## src/rtl/bloco_operacional.sv

```systemverilog
// bloco_operacional: 8-bit accumulator datapath (AC, PC, REM, RDM, RI, OUT, N/Z, ULA, 256x8 memory).
// Memory starts zeroed; programs are loaded through writeMEM.
module bloco_operacional (
  input  logic       clk,
  input  logic       reset,
  input  logic       writeAC,
  input  logic       writePC,
  input  logic       writeN,
  input  logic       writeZ,
  input  logic       writeMEM,
  input  logic       writeRDM,
  input  logic       writeRI,
  input  logic       writeOUT,
  input  logic       writeREM,
  input  logic       selectREM,
  input  logic       incrementPC,
  input  logic [1:0] selectRDM,
  input  logic [2:0] opULA,
  input  logic [7:0] data_in,
  output logic [7:0] data_out,
  output logic       sNOP,
  output logic       sSTA,
  output logic       sLDA,
  output logic       sADD,
  output logic       sOR,
  output logic       sAND,
  output logic       sNOT,
  output logic       sSUB,
  output logic       sJ,
  output logic       sJN,
  output logic       sJZ,
  output logic       sIN,
  output logic       sOUT,
  output logic       sSHR,
  output logic       sSHL,
  output logic       sHLT,
  output logic       sDIR,
  output logic       sIND,
  output logic       sIM,
  output logic       sSOP,
  output logic       sN,
  output logic       sZ,
  output logic [7:0] pc_dbg
);

  logic [7:0] ac_q, ac_d;
  logic [7:0] pc_q, pc_d;
  logic [7:0] rem_q, rem_d;
  logic [7:0] rdm_q, rdm_d;
  logic [7:0] ri_q, ri_d;
  logic [7:0] out_q, out_d;
  logic       n_q, n_d;
  logic       z_q, z_d;
  logic [7:0] ula;
  logic [7:0] mem_rd;
  logic [15:0] dec;

  logic [7:0] mem_q [256] = '{default: 8'h00};

  assign mem_rd = mem_q[rem_q];

  always_comb begin
    ula = rdm_q;
    unique case (opULA)
      3'b000: ula = ac_q + rdm_q;
      3'b001: ula = ac_q & rdm_q;
      3'b010: ula = ac_q | rdm_q;
      3'b011: ula = ~ac_q;
      3'b100: ula = ac_q - rdm_q;
      3'b101: ula = {1'b0, ac_q[7:1]};
      3'b110: ula = {ac_q[6:0], 1'b0};
      3'b111: ula = rdm_q;
    endcase
  end

  always_comb begin
    ac_d  = writeAC  ? ula : ac_q;
    n_d   = writeN   ? ula[7] : n_q;
    z_d   = writeZ   ? (ula == 8'h00) : z_q;
    ri_d  = writeRI  ? rdm_q : ri_q;
    out_d = writeOUT ? ac_q : out_q;
    rem_d = rem_q;
    if (writeREM) rem_d = selectREM ? rdm_q : pc_q;
    rdm_d = rdm_q;
    if (writeRDM) begin
      unique case (selectRDM)
        2'b00: rdm_d = mem_rd;
        2'b01: rdm_d = ac_q;
        2'b10: rdm_d = pc_q;
        2'b11: rdm_d = data_in;
      endcase
    end
    pc_d = pc_q;
    if (writePC)          pc_d = rdm_q;
    else if (incrementPC) pc_d = pc_q + 8'h01;
  end

  always_ff @(posedge clk or posedge reset) begin
    if (reset) begin
      ac_q  <= '0;
      pc_q  <= '0;
      rem_q <= '0;
      rdm_q <= '0;
      ri_q  <= '0;
      out_q <= '0;
      n_q   <= 1'b0;
      z_q   <= 1'b1;
    end else begin
      ac_q  <= ac_d;
      pc_q  <= pc_d;
      rem_q <= rem_d;
      rdm_q <= rdm_d;
      ri_q  <= ri_d;
      out_q <= out_d;
      n_q   <= n_d;
      z_q   <= z_d;
    end
  end

  always_ff @(posedge clk) begin
    if (writeMEM && !reset) mem_q[rem_q] <= rdm_q;
  end

  assign dec = 16'h0001 << ri_q[7:4];

  assign sNOP = dec[0];
  assign sSTA = dec[1];
  assign sLDA = dec[2];
  assign sADD = dec[3];
  assign sOR  = dec[4];
  assign sAND = dec[5];
  assign sNOT = dec[6];
  assign sSUB = dec[7];
  assign sJ   = dec[8];
  assign sJN  = dec[9];
  assign sJZ  = dec[10];
  assign sIN  = dec[11];
  assign sOUT = dec[12];
  assign sSHR = dec[13];
  assign sSHL = dec[14];
  assign sHLT = dec[15];

  assign sIND = (ri_q[1:0] == 2'b01);
  assign sIM  = (ri_q[1:0] == 2'b10);
  assign sDIR = !sIND && !sIM;
  assign sSOP = sNOP | sNOT | sIN | sOUT | sSHR | sSHL | sHLT;

  assign sN       = n_q;
  assign sZ       = z_q;
  assign data_out = out_q;
  assign pc_dbg   = pc_q;

endmodule
```

## config.mk

```make
export PLATFORM = sky130hd
export DESIGN_NAME = bloco_operacional
export DESIGN_NICKNAME = d
export VERILOG_FILES = /design/src/rtl/bloco_operacional.sv
export SDC_FILE = /design/constraint.sdc
export NUM_CORES = 2
export LEC_CHECK = 0
export ABC_AREA = 1
export CAP_MARGIN = 20
export CORE_UTILIZATION = 63
export DETAILED_ROUTE_END_ITERATION = 8
export GPL_ROUTABILITY_DRIVEN = 0
export PLACE_DENSITY_LB_ADDON = 0.2
export SLEW_MARGIN = 5
export SYNTH_ARGS = -nofsm -noshare
export SYNTH_HDL_FRONTEND = slang
export SYNTH_SLANG_ARGS = --single-unit
```

## constraint.sdc

```tcl
create_clock -name clk -period 6.99 [get_ports clk]
set_input_delay 1.0485 -clock clk [delete_from_list [all_inputs] [get_ports clk]]
set_output_delay 1.0485 -clock clk [all_outputs]
set_load 0.005 [all_outputs]
```

==> reports/metrics.csv <==
stage;metric;value;unit
layout;utilization;0.698;
clock_tree;cts_resized;0;
pwr;swShare;0.295;
layout;area_delta_synth_final;9.93;%
layout;drive_gt1_frac;0.0505;
timing;setup_viol;0;
floorplan;ioPinCount;64;
synthesis;ys_seq_area_frac;0.729;
timing;rsz0062_at_grt;no;
setup_path;crit_path_end_kind;flip-flop;
run;max_cap_violations;0;
global_route;antenna_found_initial;6;
setup_path;cp.required;7.44;ns
synthesis;synth_area;86000;um^2
pwr;power.total;30.8;mW
worst_hold_path;hp-class;reg2reg;
global_route;grt_overflow;0;
pwr;ir_drop;236;uV
clock_tree;clockBufferDepth;3;
clock_tree;cts_made_buffers;200;
placed_design;port_buffers;63;
layout;nNetsFinal;7867;
timing;fmax;207;MHz
pwr;internal-power;21.7;mW
pwr;comb_power_share;0.175;
timing;hold_slack;0.463;ns
pwr;power_density;326;nW/um^2
clock_tree;clockRootBuffer;clkbuf_16;
pwr;p_seq_frac;0.479;
detailed_routing;drt-total-wl;235;mm
synthesis;synthFlopType;edfxtp_1;
layout;final-seq-area;62700;um^2
global_route;grt_max_degree;223;
clock_tree;clk_latency;0.84;ns
timing;hold_violations;0;
timing;fin_setup_tns;0;ns
detailed_routing;ant_nets;0;
synthesis;synth-edff-count;2048;
clock_tree;clock-sinks;2096;
floorplan;dieHeight;371;um
global_route;grt_first_pass_wirelength;346;mm
clock_tree;htree_levels;4;
run_status;outcome;complete, no violations;
synthesis;synth_area_per_cell;10.9;um^2
timing;drv_slew;0;
timing;slew_headroom;0.0948;
timing;worst_slew_pin_slew;1.36;ns
detailed_routing;drt-wirelength-per-cell;24.1;um
floorplan;die_w;371;um
layout;nFillCells;9322;
layout;multi_input_area;21400;um^2
setup_path;cp_max_fo;141;
timing;fin_skew;0.0441;ns
setup_path;worstSetupPathType;reg2reg;
setup_path;critPathArrivalTime;5.27;ns
placed_design;hpwl;133;mm
global_route;globalRouteTotalUtil;0.342;
global_route;grt_pass1_vias;56174;
synthesis;ys_warn_count;0;
detailed_routing;drc;0;
timing;finalCriticalPeriod;4.83;ns
pwr;clkPwrFrac;0.346;
detailed_routing;vias;58998;
timing;finalCritPeriodShare;0.690;
floorplan;num_rows;135;
synthesis;yosys.cell_types.count;35;
synthesis;synthArstFlopShare;0.0229;
pwr;power_leakage;35.9;nW
pwr;p_switching;9.11;mW
clock_tree;cts_tree;done;
detailed_routing;vias_per_cell;6.03;
detailed_routing;dr.first_iter.drc_count;8451;
clock_tree;cts_setup_buffers;0;
synthesis;syn_nets;7916;
synthesis;ys_ff_latch;2096;
synthesis;netlist_instances;7876;
clock_tree;path_clk_slew;0.06;ns
floorplan;dieArea;138000;um^2
clock_tree;cts-hold-fix-buffers;0;
setup_path;cp-start-kind;flip-flop;
floorplan;initial_core_util;0.635;
detailed_routing;dr.pass1.iters;9;
floorplan;core-area;135000;um^2
-- cell usage after synthesis, types with 5 or more instances --
| library cell | n | share of area |
|---|---|---|
| o211ai_1 | 17 | 0.0015 |
| buf_2 | 191 | 0.011 |
| o221ai_1 | 9 | 0.00092 |
| o21bai_1 | 5 | 0.00044 |
| nor3_1 | 13 | 0.00076 |
| clkbuf_1 | 161 | 0.0070 |
| nand4_1 | 127 | 0.0092 |
| a21oi_1 | 109 | 0.0063 |
| o21ai_1 | 122 | 0.0071 |
| a22oi_1 | 19 | 0.0017 |
| xor2_1 | 12 | 0.0012 |
| nand3_1 | 157 | 0.0091 |
| ha_1 | 13 | 0.0019 |
| o21ai_0 | 45 | 0.0026 |
| buf_1 | 47 | 0.0021 |
| edfxtp_1 | 2048 | 0.72 |
| inv_1 | 75 | 0.0033 |
| nand2_1 | 4077 | 0.18 |
| dfrtp_1 | 47 | 0.014 |
| nor2_1 | 547 | 0.024 |
| o22ai_1 | 8 | 0.00058 |
-- per-layer routing --
metal / part of all wire / vias up / track usage / routed length [um]
li1: - / 26286 / - / -
met1: 0.37 / 27996 / 0.468 / 86700
met2: 0.46 / 4084 / 0.528 / 107000
met3: 0.13 / 622 / 0.0789 / 30500
met4: 0.047 / 10 / 0.154 / 11000
met5: 0.00031 / - / 0 / 72
-- power by group through the flow --
| stage | registers (mW) | clock network (mW) | logic [mW] |
|---|---|---|---|
| 2_1_floorplan | 15.4 | 0 | 2.80 |
| 4_1_cts | 14.7 | 10.7 | 5.24 |
| 5_1_grt | 14.8 | 11.2 | 5.75 |
| 6_report | 14.8 | 10.7 | 5.39 |
| 3_3_place_gp | 15.0 | 0 | 5.16 |
| 3_5_place_dp | 15.0 | 0 | 5.21 |
-- worst max-delay path, stage by stage (launching register included) --
cell     delay (ns)
dfrtp_4        0.85
inv_8          0.42
nor2_4         0.88
nand3_2        1.19
nor2_1         1.00
-- state kept, by name (all words and copies together), names as in the netlist --
register  flops
ac_q          8
data_out      8
mem_q      2048
pc_dbg        8
rdm_q         8
rem_q         8
ri_q          6
sN            1
sZ            1
-- final timing paths --
| path | from | to | slack [ns] | cells after the start |
|---|---|---|---|---|
| min in group asynchronous | reset | rem_q[2] | 0.90 | 3 |
| hold reg to reg | sZ | sZ | 0.46 | 2 |
| max in group asynchronous | reset | rem_q[1] | 5.54 | 3 |
| hold / removal | sZ | sZ | 0.46 | 2 |
| setup / recovery | rem_q[0] | mem_q[109][7] | 2.16 | 4 |
| setup reg to reg | rem_q[0] | mem_q[109][7] | 2.16 | 4 |
-- cell type report --
cell class,instances,area share
Sequential cell,2096,0.664
Multi-Input combinational cell,5298,0.226
Clock buffer,254,0.0560
Tap cell,1781,0.0236
Timing Repair Buffer,149,0.0150
Clock inverter,121,0.0120
Inverter,82,0.00352
Antenna cell,2,0.0000529
-- kinds of logic (layout without fill, tap and decap cells) --
logic type                 Yosys count  in the layout  share of synthesized area
adders and majority gates           14             14                    0.00212
buffers and inverters              482            606                     0.0239
DFF                               2096           2096                      0.729
xor gates and xnor gates            15             15                    0.00153
and+or+nand+nor                   4926           4926                      0.221
AOI/OAI and AO/OA                  343            343                     0.0220
other                                0              2                          0
-- placed cells by master (no fill, tap or decap), types with 45 or more instances in the layout --
master,count
o21ai_1,122
clkbuf_1,49
o21ai_0,45
a21oi_1,109
clkbuf_16,203
clkdlybuf4s50_1,63
inv_1,74
nand4_1,127
clkinv_1,52
nand3_1,141
edfxtp_1,2048
nand2_1,4077
buf_4,75
nor2_1,540
-- stage by stage --
step,cells,setup WS [ns],instance area [um^2]
6_report,9783,2.16,94500
5_1_grt,9781,2.11,94500
4_1_cts,9781,2.37,94500
3_5_place_dp,9406,2.22,88100
3_3_place_gp,9403,2.24,88000
2_1_floorplan,7876,0.953,86000
Power figures use the tool's default switching activity.
